==> config.mk <==
export PLATFORM = sky130hd
export DESIGN_NAME = present80_ctrl_flat
export DESIGN_NICKNAME = d
export VERILOG_FILES = /design/src/rtl/present80_ctrl_if.sv /design/src/rtl/present80_ctrl.sv /design/src/flat_wrapper.sv
export SDC_FILE = /design/constraint.sdc
export NUM_CORES = 1
export LEC_CHECK = 0
export BUFFER_PORTS_ARGS = -buffer_cell sky130_fd_sc_hd__clkbuf_2
export CAP_MARGIN = 5
export CORE_AREA = 2 2 39 41
export CTS_CLUSTER_SIZE = 16
export DETAILED_ROUTE_END_ITERATION = 10
export DIE_AREA = 0 0 41 43
export GPL_ROUTABILITY_DRIVEN = 0
export PLACE_DENSITY = 0.54
export RECOVER_POWER = 25
export REMOVE_ABC_BUFFERS = 1
export SLEW_MARGIN = 30
export SYNTH_ARGS = -nofsm -noshare
export SYNTH_HDL_FRONTEND = slang
export SYNTH_SLANG_ARGS = --single-unit
export TNS_END_PERCENT = 50
==> constraint.sdc <==
create_clock -name ck -period 2.5 [get_ports ck]
set_input_delay 0.5 -clock ck [delete_from_list [all_inputs] [get_ports ck]]
set_output_delay 0.5 -clock ck [all_outputs]
set_load 0.02 [all_outputs]
==> src/rtl/present80_ctrl_if.sv <==
// rtl/present80_ctrl_if.sv - handshake and round-control bundle for present80_ctrl (abt only with PRESENT80_CTRL_ABORT_EN)
interface present80_ctrl_if #(
    parameter int RW = 5
);
    logic          in_vld;
    logic          in_rdy;
    logic          out_vld;
    logic          out_rdy;
    logic          sta;
    logic          act;
    logic [RW-1:0] rnd;
    logic          lst;
`ifdef PRESENT80_CTRL_ABORT_EN
    logic          abt;
`endif

    modport master (
`ifdef PRESENT80_CTRL_ABORT_EN
        input  abt,
`endif
        input  in_vld,
        input  out_rdy,
        output in_rdy,
        output out_vld,
        output sta,
        output act,
        output rnd,
        output lst
    );

    modport slave (
`ifdef PRESENT80_CTRL_ABORT_EN
        output abt,
`endif
        output in_vld,
        output out_rdy,
        input  in_rdy,
        input  out_vld,
        input  sta,
        input  act,
        input  rnd,
        input  lst
    );
endinterface

==> src/rtl/present80_ctrl.sv <==
// rtl/present80_ctrl.sv - PRESENT-80 round controller: IDLE/RUN/DONE sequencing of NR rounds per block
// Optional abort input built when PRESENT80_CTRL_ABORT_EN is defined.
module present80_ctrl #(
    parameter int NR = 31,
    parameter int RW = 5
) (
    input  logic             ck,
    input  logic             rst,
    present80_ctrl_if.master bus
);
    localparam logic [1:0] IDLE = 2'd0;
    localparam logic [1:0] RUN  = 2'd1;
    localparam logic [1:0] DONE = 2'd2;

    localparam logic [RW-1:0] RND_ZERO  = '0;
    localparam logic [RW-1:0] RND_FIRST = RW'(1);
    localparam logic [RW-1:0] RND_LAST  = RW'(NR);

    logic [1:0]    state;
    logic [1:0]    state_nxt;
    logic [RW-1:0] rnd_q;
    logic [RW-1:0] rnd_nxt;
    logic          abort;
    logic          in_rdy;
    logic          sta;
    logic          at_last;

`ifdef PRESENT80_CTRL_ABORT_EN
    assign abort = bus.abt & (state != IDLE);
`else
    assign abort = 1'b0;
`endif

    assign at_last = (rnd_q == RND_LAST);
    // DONE with out_rdy hands the state register straight to the next block
    assign in_rdy  = ((state == IDLE) | ((state == DONE) & bus.out_rdy)) & ~abort;
    assign sta     = bus.in_vld & in_rdy;

    always_comb begin
        state_nxt = state;
        rnd_nxt   = rnd_q;
        if (abort) begin
            state_nxt = IDLE;
            rnd_nxt   = RND_ZERO;
        end else if (sta) begin
            state_nxt = RUN;
            rnd_nxt   = RND_FIRST;
        end else begin
            case (state)
                IDLE: state_nxt = IDLE;
                RUN: begin
                    if (at_last) begin
                        state_nxt = DONE;
                    end else begin
                        rnd_nxt = rnd_q + RND_FIRST;
                    end
                end
                DONE: begin
                    if (bus.out_rdy) begin
                        state_nxt = IDLE;
                    end
                end
                default: state_nxt = IDLE;
            endcase
        end
    end

    always_ff @(posedge ck or posedge rst) begin
        if (rst) begin
            state <= IDLE;
            rnd_q <= RND_ZERO;
        end else begin
            state <= state_nxt;
            rnd_q <= rnd_nxt;
        end
    end

    assign bus.in_rdy  = in_rdy;
    assign bus.sta     = sta;
    assign bus.act     = (state == RUN);
    assign bus.lst     = (state == RUN) & at_last;
    assign bus.out_vld = (state == DONE);
    assign bus.rnd     = rnd_q;
endmodule

==> src/flat_wrapper.sv <==
// flat-port wrapper written by rule: the top's interface ports become plain ports
module present80_ctrl_flat 
#(
    parameter int NR = 31,
    parameter int RW = 5
)
  (ck, rst, bus_in_vld, bus_out_rdy, bus_in_rdy, bus_out_vld, bus_sta, bus_act, bus_rnd, bus_lst);
  present80_ctrl_if #(.RW(RW)) bus_i ();
  input  logic ck;
  input  logic rst;
  input wire logic [$bits(bus_i.in_vld)-1:0] bus_in_vld;
  input wire logic [$bits(bus_i.out_rdy)-1:0] bus_out_rdy;
  output wire logic [$bits(bus_i.in_rdy)-1:0] bus_in_rdy;
  output wire logic [$bits(bus_i.out_vld)-1:0] bus_out_vld;
  output wire logic [$bits(bus_i.sta)-1:0] bus_sta;
  output wire logic [$bits(bus_i.act)-1:0] bus_act;
  output wire logic [$bits(bus_i.rnd)-1:0] bus_rnd;
  output wire logic [$bits(bus_i.lst)-1:0] bus_lst;
  assign bus_i.in_vld = bus_in_vld;
  assign bus_i.out_rdy = bus_out_rdy;
  assign bus_in_rdy = bus_i.in_rdy;
  assign bus_out_vld = bus_i.out_vld;
  assign bus_sta = bus_i.sta;
  assign bus_act = bus_i.act;
  assign bus_rnd = bus_i.rnd;
  assign bus_lst = bus_i.lst;
  present80_ctrl #(.NR(NR), .RW(RW)) u_core (.ck(ck), .rst(rst), .bus(bus_i));
endmodule
* Yosys cells after proc, flatten, opt, wreduce, memory -nomap -nowiden *
Cells that the tools add are included.

storage, ports and cells
  flip-flop bits (word level) = 7
  bits of input ports = 4
  output and inout port bits = 10

cells by class
  add/subtract/negate cells = 1
  equal/unequal tests = 6
  muxes and demuxes = 7
  bitwise gates (word level) = 4
  reduce and logical (&&, ||, !) cells = 4

operators with widths
  cell                 count
  $mux 5               3
  $mux 2               3
  $ne 3x2->1 const B   2
  $add 5x1->5 const B  1
  $eq 5x5->1 const B   1
  $pmux 2 s2           1
  $reduce_and 2->1     2
  $and 1x1->1          3
  $eq 2x1->1 const B   1
  $eq 2x2->1 const B   1
  $logic_not 2->1      1
  $ne 2x2->1 const B   1
  $reduce_bool 2->1    1
  $or 1x1->1           1

* Depth between registers and ports, before layout *
Gate-level depths: netlist of run 1.

  word-level depth = 6
  gate-level depth with buffers = 6
  mapped depth without buffers = 6

* Least setup slack after synthesis of run 1 *
No wires, ideal clock.

  path kind = register -> output
  start = register u_core.rnd_q[0], in the netlist u_core.bus.rnd[0]
  end = output port bus_lst
  data arrival time = 1309 ps
  setup slack = 691 ps
  cell stages (with the launch flop) = 5
  buffers on the path = 0
  path through = dfrtp_1 -> ha_1 -> and3_1 -> ha_1 -> and2_1

between the ends
  word-level cells in the longest chain between the ends = 2

ends and longest elaborated chain
  element                   line                  RTL
  start: declaration        present80_ctrl.sv:21  logic [RW-1:0] rnd_q;
  start signal: assignment  present80_ctrl.sv:74  rnd_q <= rnd_nxt;
  $eq 5x5->1                present80_ctrl.sv:34  assign at_last = (rnd_q == RND_LAST);
  $and 1x1->1               present80_ctrl.sv:81  assign bus.lst = (state == RUN) & at_last;
  end: declaration          flat_wrapper.sv:18    output wire logic [$bits(bus_i.lst)-1:0] bus_lst;

Every way passes these cells.

* Worst setup path after layout of run 1 *
Same ends and word-level chain as after synthesis.

==> results.ini, run 1 <==
[flow_run]
max-cap-violations = 0

[synthesis]
ys_ff_latch = 7
synth_top_area_share = 0.453
ys_seq_area_frac = 0.453
synth_cell_types = 20
syn_area_sq_um = 387
netlist_instances = 35
syn-mean-instance-area_sq_um = 11.0
synth_top_area_cell = dfrtp_1
synthTopCellsByArea = dfrtp_1 (45%), ha_1 (6.5%), a32o_1 (5.2%)
yosys_warnings = 0

[timing]
max_freq_ghz = 0.473
setup_viol = 0
max-slew-margin-rel = 0.817
timing.final.crit_period_ps = 2110
grt_setup_unrepaired = false
finalSetupTns_ps = 0
tightestPinTransition_ps = 275
slew_violations = 0
finalHoldViolCount = 0
skew_ps = 8.46
post-route-period-util = 0.846

[detailed_routing]
ant_nets = 0
wl_per_cell_um = 11.4
drc = 0
totalWireLength_um = 777
firstDrtPassIters = 4
dr.first_iter.drc_count = 2
vias = 308
drt-vias-per-instance = 4.53

[place]
placed_cell_area_sq_um = 472
portBuffers = 13
hpwlAfterDp_um = 608

[layout]
final_cell_mix = clkbuf_2 (13), dfrtp_1 (7), nor2b_1 (3), nor2_1 (3), clkbuf_4 (3)
nFillCells = 153
fin_area_sq_um = 498
post-route-util = 0.360
seqCellArea_sq_um = 175
mostFrequentLayoutCell = clkbuf_2
synthToLayoutAreaGrowth_pct = 28.8
drive_above_1_share = 0.346
num_antenna_cells = 0
nets = 59
multi_input_area_sq_um = 204

[power_and_ir_drop]
ir_drop_uv = 406
power.leakage_nw = 0.276
powerDensity_nw_per_um2 = 1230

[die]
initial_core_util = 0.279
die_area_sq_um = 1760
top_level_ports = 14
die_y_um = 43
die_w_um = 41
num_rows = 14
core_sq_um = 1380

[clock_network]
htree_levels = 1
cts.sinks = 7
cts_resized = 0
numCtsBuffers = 3
cts_hold_buf = 0
clkTransAtPathRegs_ps = 60
worstSkewPairLatency_ps = 250
root_buffer = clkbuf_4
tritoncts = built
post_cts_buffers = 0
cts_buffer_depth = 2

[grt]
grt_start_max_net_pins = 9
grt_pass1_wl_mm = 1.35
grt_pass1_vias = 316
gr-total-overflow = 0
antenna_found_initial = 0
grt_usage = 0.124

[setup_path]
cp-startpoint = u_core.bus.rnd[0]$_DFFE_PP0P_
r2r-start = u_core.bus.rnd[0]$_DFFE_PP0P_
r2r_slack_ps = 700
critPathMaxFanout = 5
crit_path_end_kind = primary output
start_kind = register
crit_required_ps = 2000
rr_endpoint = u_core.bus.rnd[4]$_DFFE_PP0P_
r2r_cells = 6
arrival_ps = 1610
path_class = register to primary output
crit_end = bus_lst

[outcome]
status = finished clean

[hold_path]
min_path_type = input port to asynchronous set/reset pin

registers in the layout, summed over array words and instances (netlist names):
| register | count |
|---|---|
| u_core.bus.rnd | 5 |
| u_core.state | 2 |
cell families (layout without fill, tap and decap cells):
kind of cell               after synthesis  in the layout  share of synthesized area
AOI/OAI and AO/OA                        6              6                      0.123
xor gates and xnor gates                 1              1                     0.0227
adders and majority gates                2              2                     0.0647
buffers and inverters                    2             19                     0.0194
DFF                                      7              7                      0.453
muxes                                    1              1                     0.0259
and+or+nand+nor                         16             16                      0.291
worst min-delay path by stage:
stage | slack (ps) | from | endpoint
after floorplan | 300 | rst | u_core.bus.rnd[0]$_DFFE_PP0P_
after global placement | 430 | rst | u_core.bus.rnd[0]$_DFFE_PP0P_
after detailed placement | 430 | rst | u_core.bus.rnd[0]$_DFFE_PP0P_
after CTS | 150 | rst | u_core.bus.rnd[3]$_DFFE_PP0P_
after global routing | 160 | rst | u_core.bus.rnd[3]$_DFFE_PP0P_
final | 150 | rst | u_core.bus.rnd[3]$_DFFE_PP0P_
synth_stat cells, drive strengths merged:
library cell and number:
nand2 1, mux2i 1, nand4 1, xnor2 1
and3 1, nand3b 1, a32o 2, and4bb 1
nand2b 2, a22oi 1, nor3b 1, dfrtp 7
inv 2, and2 1, o21ai 1, nor2b 4
ha 2, a21o 2, nor2 3
per-layer routing:
layer	track usage	vias up	share of wire
li1	-	158	-
met1	0.158	140	0.47
met2	0.150	8	0.45
met3	0.0942	2	0.063
met4	0.0600	0	0.014
met5	0	-	0
critical path, stage by stage, from the launching register on:
cell      delay (ps)
dfrtp_1          420
ha_1             220
and3_1           190
ha_1             230
and2_1           160
clkbuf_2         150
area by class of cell:
| type | instances | share of cell area |
|---|---|---|
| clock buffers | 4 | 0.0528 |
| inverters | 2 | 0.0151 |
| flip-flops and latches | 7 | 0.352 |
| multi-input cells | 26 | 0.410 |
| repair buffers | 13 | 0.131 |
| well taps | 16 | 0.0402 |
where the power goes:
group	total, W	internal [W]	switching [W]
clock network	0.000103	0.0000609	0.0000421
logic	0.000295	0.000134	0.000161
registers	0.000216	0.000162	0.0000532
total	0.000614	0.000358	0.000257
stage by stage:
stage | power (W) | setup slack (ps) | cells | hold slack (ps)
after CTS | 0.000628 | 365 | 68 | 152
final | 0.000614 | 386 | 68 | 151
after floorplan | 0.000425 | 691 | 35 | 303
after global routing | 0.000678 | 241 | 68 | 161
after detailed placement | 0.000519 | 643 | 64 | 427
after global placement | 0.000516 | 643 | 64 | 427
Note: power is estimated with default switching activity, not from simulation.
==> run 2: changes to the inputs <==
- ABC_AREA: not set -> 1
- CORE_AREA: 2 2 39 41 -> not set
- CORE_MARGIN: not set -> 2
- CORE_UTILIZATION: not set -> 30
- DIE_AREA: 0 0 41 43 -> not set
- PLACE_DENSITY: 0.54 -> 0.57
- clock period: 2.5 -> 1.8 ns (I/O delays scaled with it)
==> results.ini, run 2 <==
[clock_network]
worstSkewPairLatency_ps = 250  ; about the same
htree_levels = 1  ; unchanged
root_buffer = clkbuf_4
clkTransAtPathRegs_ps = 50  ; about the same
numCtsBuffers = 3  ; unchanged
cts.sinks = 7  ; unchanged
tritoncts = built
cts_buffer_depth = 2  ; unchanged
cts_hold_buf = 0  ; unchanged

[place]
hpwlAfterDp_um = 573  ; -5.7%
preCtsSetupSlack_ps = 174  ; -469 ps
dpl.cell_count = 76  ; +19%
portBuffers = 13  ; unchanged

[synthesis]
synthMuxAreaShare = 0  ; -0.0259
synth_top_area_cell = dfrtp_1
syn-mean-instance-area_sq_um = 8.49  ; -23%
netlist_instances = 47  ; +34%
ys_top_cells_by_count = nand2_1 (10), inv_1 (8), dfrtp_1 (7)
synth_flop_cell = dfrtp_1
ys_seq_area_frac = 0.439  ; -0.0142
syn_area_sq_um = 399  ; +3.2%
synthTopCellsByArea = dfrtp_1 (44%), nand2_1 (9.4%), inv_1 (7.5%)
yosysMostFrequentCell = nand2_1
synth-xor-area-share = 0  ; -0.0227
synth_top_area_share = 0.439  ; -0.0142
synthSimpleGateAreaFrac = 0.354  ; +0.0630
yosys_warnings = 0  ; unchanged
synth_compound_area_frac = 0.0533  ; -0.0697
synth_top_family_by_area = simple AND/OR/NAND/NOR gates
synth_cell_types = 14  ; -30%
ys_ff_latch = 7  ; unchanged
synth_fa_ha_area_frac = 0.0627  ; -0.00203
synth_edf_count = 0  ; unchanged
async_flop_share = 1.00  ; unchanged

[timing]
post-route-period-util = 0.965
setup_viol = 0  ; unchanged
tightestPinTransition_ps = 279  ; +4.48 ps
fin_ws_ps = 63.7  ; -322 ps
max-slew-margin-rel = 0.814  ; -0.00299
slew_violations = 0  ; unchanged
hold_slack_ps = 11.6  ; -139 ps
finalHoldViolCount = 0  ; unchanged
max_freq_ghz = 0.576
skew_ps = 3.89  ; -4.57 ps
timing.final.crit_period_ps = 1740

[layout]
drive_above_1_share = 0.471  ; +0.125
num_antenna_cells = 0  ; unchanged
final_cell_mix = clkbuf_2 (12), nand2_1 (10), inv_1 (7), dfrtp_1 (7), buf_4 (6)
mostFrequentLayoutCell = clkbuf_2
nets = 77  ; +31%
synthToLayoutAreaGrowth_pct = 46.1
layout.cells.non_filler = 85  ; +25%
largest_reg_flops = 5  ; unchanged

[power_and_ir_drop]
p_int_w = 0.000530  ; +48%
p_comb_frac = 0.547  ; +0.066
power.switching_w = 0.000424  ; +65%
powerDensity_nw_per_um2 = 1640  ; +33%
swShare = 0.444  ; +0.0265
power.leakage_nw = 0.327  ; +18%
p_seq_frac = 0.303  ; -0.048
clkPwrFrac = 0.150  ; -0.018
ir_drop_uv = 721  ; +77%

[grt]
grt_pass1_vias = 314  ; -0.63%
grt_busiest_layer = met2
grt_pass1_wl_mm = 1.23  ; -9.2%
grt_start_max_net_pins = 8  ; -1
grt_usage = 0.119  ; -0.00510
use_met2 = 0.183  ; +0.0325
gr-total-overflow = 0  ; unchanged
antenna_found_initial = 0  ; unchanged
use_met1 = 0.135  ; -0.0228
grt_util_met3 = 0.0333  ; -0.0609

[setup_path]
critPathMaxFanout = 2  ; -3
r2r_slack_ps = 300  ; -400 ps
arrival_ps = 1380  ; -230 ps
start_kind = register
rr_endpoint = u_core.bus.rnd[3]$_DFFE_PP0P_
crit_path_end_kind = primary output
path_class = register to primary output
r2r-start = u_core.bus.rnd[1]$_DFFE_PP0P_
crit_required_ps = 1440  ; -560 ps
r2r_cells = 8  ; +2

[detailed_routing]
ant_nets = 0  ; unchanged
vias = 381  ; +24%
drt-vias-per-instance = 4.48  ; -1.0%
totalWireLength_um = 761  ; -2.1%
dr.first_iter.drc_count = 3  ; +1
wl_per_cell_um = 8.95  ; -22%
drc = 0  ; unchanged
firstDrtPassIters = 4  ; unchanged

[die]
num_rows = 13  ; -1
initial_core_util = 0.315  ; +0.0352
die_y_um = 40.5  ; -5.9%
die_area_sq_um = 1640  ; -7.1%
die_w_um = 40.5  ; -1.3%
top_level_ports = 14  ; unchanged
core_sq_um = 1270  ; -8.3%

[flow_run]
max-cap-violations = 0  ; unchanged

[outcome]
status = finished clean

[hold_path]
min_path_type = input port to asynchronous set/reset pin

## run 2: worst max-delay path, stage by stage, from the launching register on
cell and delay, ps:
dfrtp_1 360, ha_2 180, and3_4 190, ha_4 130, inv_2 40, nor2_2 100, buf_6 120
## run 2: how the worst max path moves through the flow
stage	from	end	slack (ps)	cells past startpoint
finish	u_core.bus.rnd[1]$_DFFE_PP0P_	bus_lst	60	6
global route	u_core.bus.rnd[1]$_DFFE_PP0P_	bus_lst	-10	6
CTS	u_core.bus.rnd[1]$_DFFE_PP0P_	bus_lst	0.5	6
detailed placement	u_core.bus.rnd[0]$_DFFE_PP0P_	bus_lst	170	6
global placement	u_core.bus.rnd[0]$_DFFE_PP0P_	bus_lst	190	6
floorplan	u_core.bus.rnd[1]$_DFFE_PP0P_	bus_lst	-30	5
## run 2: what timing repair did
| action | CTS | global route |
|---|---|---|
| resized for setup | 4 | 5 |
| buffers inserted | 3 | 2 |
| pin swaps | 2 | 2 |
| cloned | 0 | 0 |
| setup endpoints to repair | 1 | 1 |
| hold endpoints to repair | 0 | 0 |
## run 2: cell families after synthesis
family                     Yosys count
AOI/OAI and AO/OA                    4
adders and majority gates            2
buffers and inverters                9
DFF                                  7
and+or+nand+nor                     25
## run 2: layout make-up
| cell class | instances | area (sq um) |
|---|---|---|
| fill | 131 | 686 |
| multi-input combinational | 31 | 210 |
| sequential | 7 | 175 |
| timing repair buffer | 19 | 116 |
| inverter | 9 | 36.3 |
| clock buffer | 4 | 26.3 |
| tap | 15 | 18.8 |
## run 2: power by group through the flow
stage | Combinational, W | Sequential, W | Clock [W]
floorplan | 0.000254 | 0.000351 | 0
global placement | 0.000435 | 0.000291 | 0
detailed placement | 0.000434 | 0.000294 | 0
CTS | 0.000499 | 0.000283 | 0.000148
global route | 0.000590 | 0.000300 | 0.000159
finish | 0.000522 | 0.000289 | 0.000143
## run 2: layer usage
layer	vias to the layer above	routed length, um
met1	166	329
met3	3	69
met2	15	344
li1	197	-
met4	0	18
met5	-	0
## run 2: per-stage QoR
stage,utilization,instance area [sq um],power [W],setup TNS [ps]
after global routing,0.460,583,0.00105,-9.98
after detailed placement,0.387,490,0.000728,0
after CTS,0.431,547,0.000929,0
after global placement,0.387,490,0.000726,0
after floorplan,-,399,0.000606,-32.2
final,0.460,583,0.000954,0
==> run 3: changes to the inputs <==
- ABC_AREA: 1 -> not set
- CAP_MARGIN: 5 -> not set
- CORE_AREA: not set -> 2 2 39 41
- CORE_MARGIN: 2 -> not set
- CORE_UTILIZATION: 30 -> not set
- DIE_AREA: not set -> 0 0 41 43
- PLACE_DENSITY: 0.57 -> 0.55
==> results.ini, run 3 (synthesized netlist as in run 1, its figures left out) <==
[outcome]
status = finished clean

[layout]
mostFrequentLayoutCell = clkbuf_2
num_antenna_cells = 0  ; unchanged
nets = 64  ; -17%
layout.cells.non_filler = 73  ; -14%
drive_above_1_share = 0.474  ; +0.00226
largest_reg_flops = 5  ; unchanged
synthToLayoutAreaGrowth_pct = 46.9
final_cell_mix = clkbuf_2 (12), dfrtp_1 (7), buf_4 (5)
post-route-util = 0.410  ; -0.0491

[setup_path]
path_class = register to primary output
crit_required_ps = 1440  ; about the same
critPathMaxFanout = 2  ; unchanged
cp_cell_sequence = ha_2 > and3_4 > ha_4 > and2_4 > buf_8
crit_slowest_cell = dfrtp_1
path_delay_family = flip-flops
cpPeakStageDelay_ps = 390  ; +30 ps
crit_path_end_kind = primary output
arrival_ps = 1430  ; +50 ps
path_buf_inv = 1  ; -1
start_kind = register

[detailed_routing]
totalWireLength_um = 908  ; +19%
drc = 0  ; unchanged
vias = 344  ; -9.7%
dr.first_iter.drc_count = 4  ; +1
wl_per_cell_um = 12.4  ; +39%
ant_nets = 0  ; unchanged
firstDrtPassIters = 3  ; -1
drt-vias-per-instance = 4.71  ; +5.1%

[die]
die_w_um = 41  ; +1.3%
num_rows = 14  ; +1
die_area_sq_um = 1760  ; +7.6%
top_level_ports = 14  ; unchanged
initial_core_util = 0.279  ; -0.0352
die_y_um = 43  ; +6.2%
core_sq_um = 1380  ; +9.1%

[clock_network]
numCtsBuffers = 3  ; unchanged
worstSkewPairLatency_ps = 260  ; about the same
htree_levels = 1  ; unchanged
cts.sinks = 7  ; unchanged
tritoncts = built
clkTransAtPathRegs_ps = 50  ; about the same
cts_buffer_depth = 2  ; unchanged
root_buffer = clkbuf_4

[grt]
antenna_found_initial = 0  ; unchanged
grt_usage = 0.121  ; +0.00219
grt_pass1_vias = 327  ; +4.1%
gr-total-overflow = 0  ; unchanged
grt_pass1_wl_mm = 1.34  ; +9.0%
grt_start_max_net_pins = 9  ; +1

[place]
portBuffers = 13  ; unchanged
hpwlAfterDp_um = 642  ; +12%
dpl.cell_count = 67  ; -12%
preCtsSetupSlack_ps = 53.9  ; -120 ps

[timing]
timing.final.crit_period_ps = 1790  ; +51.0 ps
finalHoldViolCount = 0  ; unchanged
post-route-period-util = 0.993  ; +0.0283
setup_viol = 0  ; unchanged
skew_ps = 1.94  ; -1.94 ps
slew_violations = 0  ; unchanged
tightestPinTransition_ps = 283  ; +4.06 ps
grt_setup_unrepaired = true
max-slew-margin-rel = 0.811  ; -0.00271
hold_slack_ps = 11.5  ; -0.115 ps
max_freq_ghz = 0.559  ; -2.9%
fin_ws_ps = 12.6  ; -51.0 ps

[power_and_ir_drop]
swShare = 0.411  ; -0.0333
powerDensity_nw_per_um2 = 1690  ; +3.3%
clkPwrFrac = 0.151  ; about the same
ir_drop_uv = 558  ; -23%
p_int_w = 0.000565  ; +6.7%
p_seq_frac = 0.311  ; +0.008
power.leakage_nw = 0.299  ; -8.6%
p_comb_frac = 0.538  ; -0.009
power.switching_w = 0.000395  ; -6.9%

[flow_run]
max-cap-violations = 0  ; unchanged

[hold_path]
min_path_type = input port to asynchronous set/reset pin

[run 3: cell types whose count changed in the layout (fill, tap and decap cells not counted), moves of 3 or more]
cell | before | now
nand3_1 | 4 | 0
a21oi_1 | 3 | 0
nor2b_1 | 0 | 3
nand2_1 | 10 | 1
inv_1 | 7 | 2
[run 3: repair_timing]
action / in CTS / in global routing
gates cloned: 0 / 0
endpoints found under the setup margin: 1 / 3
hold buffers: 0 / 0
gates resized for setup: 7 / 1
buffers inserted: 2 / 0
pin swaps: 1 / 4
endpoints found under the hold margin: 0 / 0
[run 3: final timing paths]
path | slack [ps] | cells after the start | startpoint | end
max | 10 | 5 | u_core.bus.rnd[0]$_DFFE_PP0P_ | bus_lst
min | 10 | 2 | rst | u_core.bus.rnd[4]$_DFFE_PP0P_
max reg2reg | 80 | 7 | u_core.bus.rnd[0]$_DFFE_PP0P_ | u_core.bus.rnd[1]$_DFFE_PP0P_
min reg2reg | 510 | 1 | u_core.bus.rnd[3]$_DFFE_PP0P_ | u_core.bus.rnd[3]$_DFFE_PP0P_
max in group asynchronous | 1570 | 2 | rst | u_core.bus.rnd[2]$_DFFE_PP0P_
min in group ck | 380 | 3 | bus_out_rdy | u_core.state[1]$_DFFE_PP0P_
[run 3: power groups by stage]
stage,clock network (W),logic (W),registers (W)
floorplan,0,0.000235,0.000355
global placement,0,0.000481,0.000288
detailed placement,0,0.000478,0.000287
finish,0.000145,0.000517,0.000298
global route,0.000156,0.000564,0.000306
CTS,0.000148,0.000516,0.000294
[run 3: through the flow]
step	power [W]	TNS (ps)	instance area [sq um]
floorplan	0.000590	0	387
global route	0.00103	-23.0	568
detailed placement	0.000765	0	494
finish	0.000960	0	568
CTS	0.000958	0	567
global placement	0.000769	0	494
[run 3: final cells by class]
type / instances / area, sq um
Tap cell: 16 / 20.0
Timing Repair Buffer: 18 / 113
Inverter: 2 / 7.51
Multi-Input combinational cell: 26 / 226
Clock buffer: 4 / 26.3
Fill cell: 137 / 816
Sequential cell: 7 / 175
[run 3: routing by layer]
metal  up-vias  GRT usage  wire length (um)
li1        168          -                 -
met5         -          0                 0
met2         8      0.181               477
met4         0      0.100                27
met3         5     0.0314                40
met1       163      0.135               363
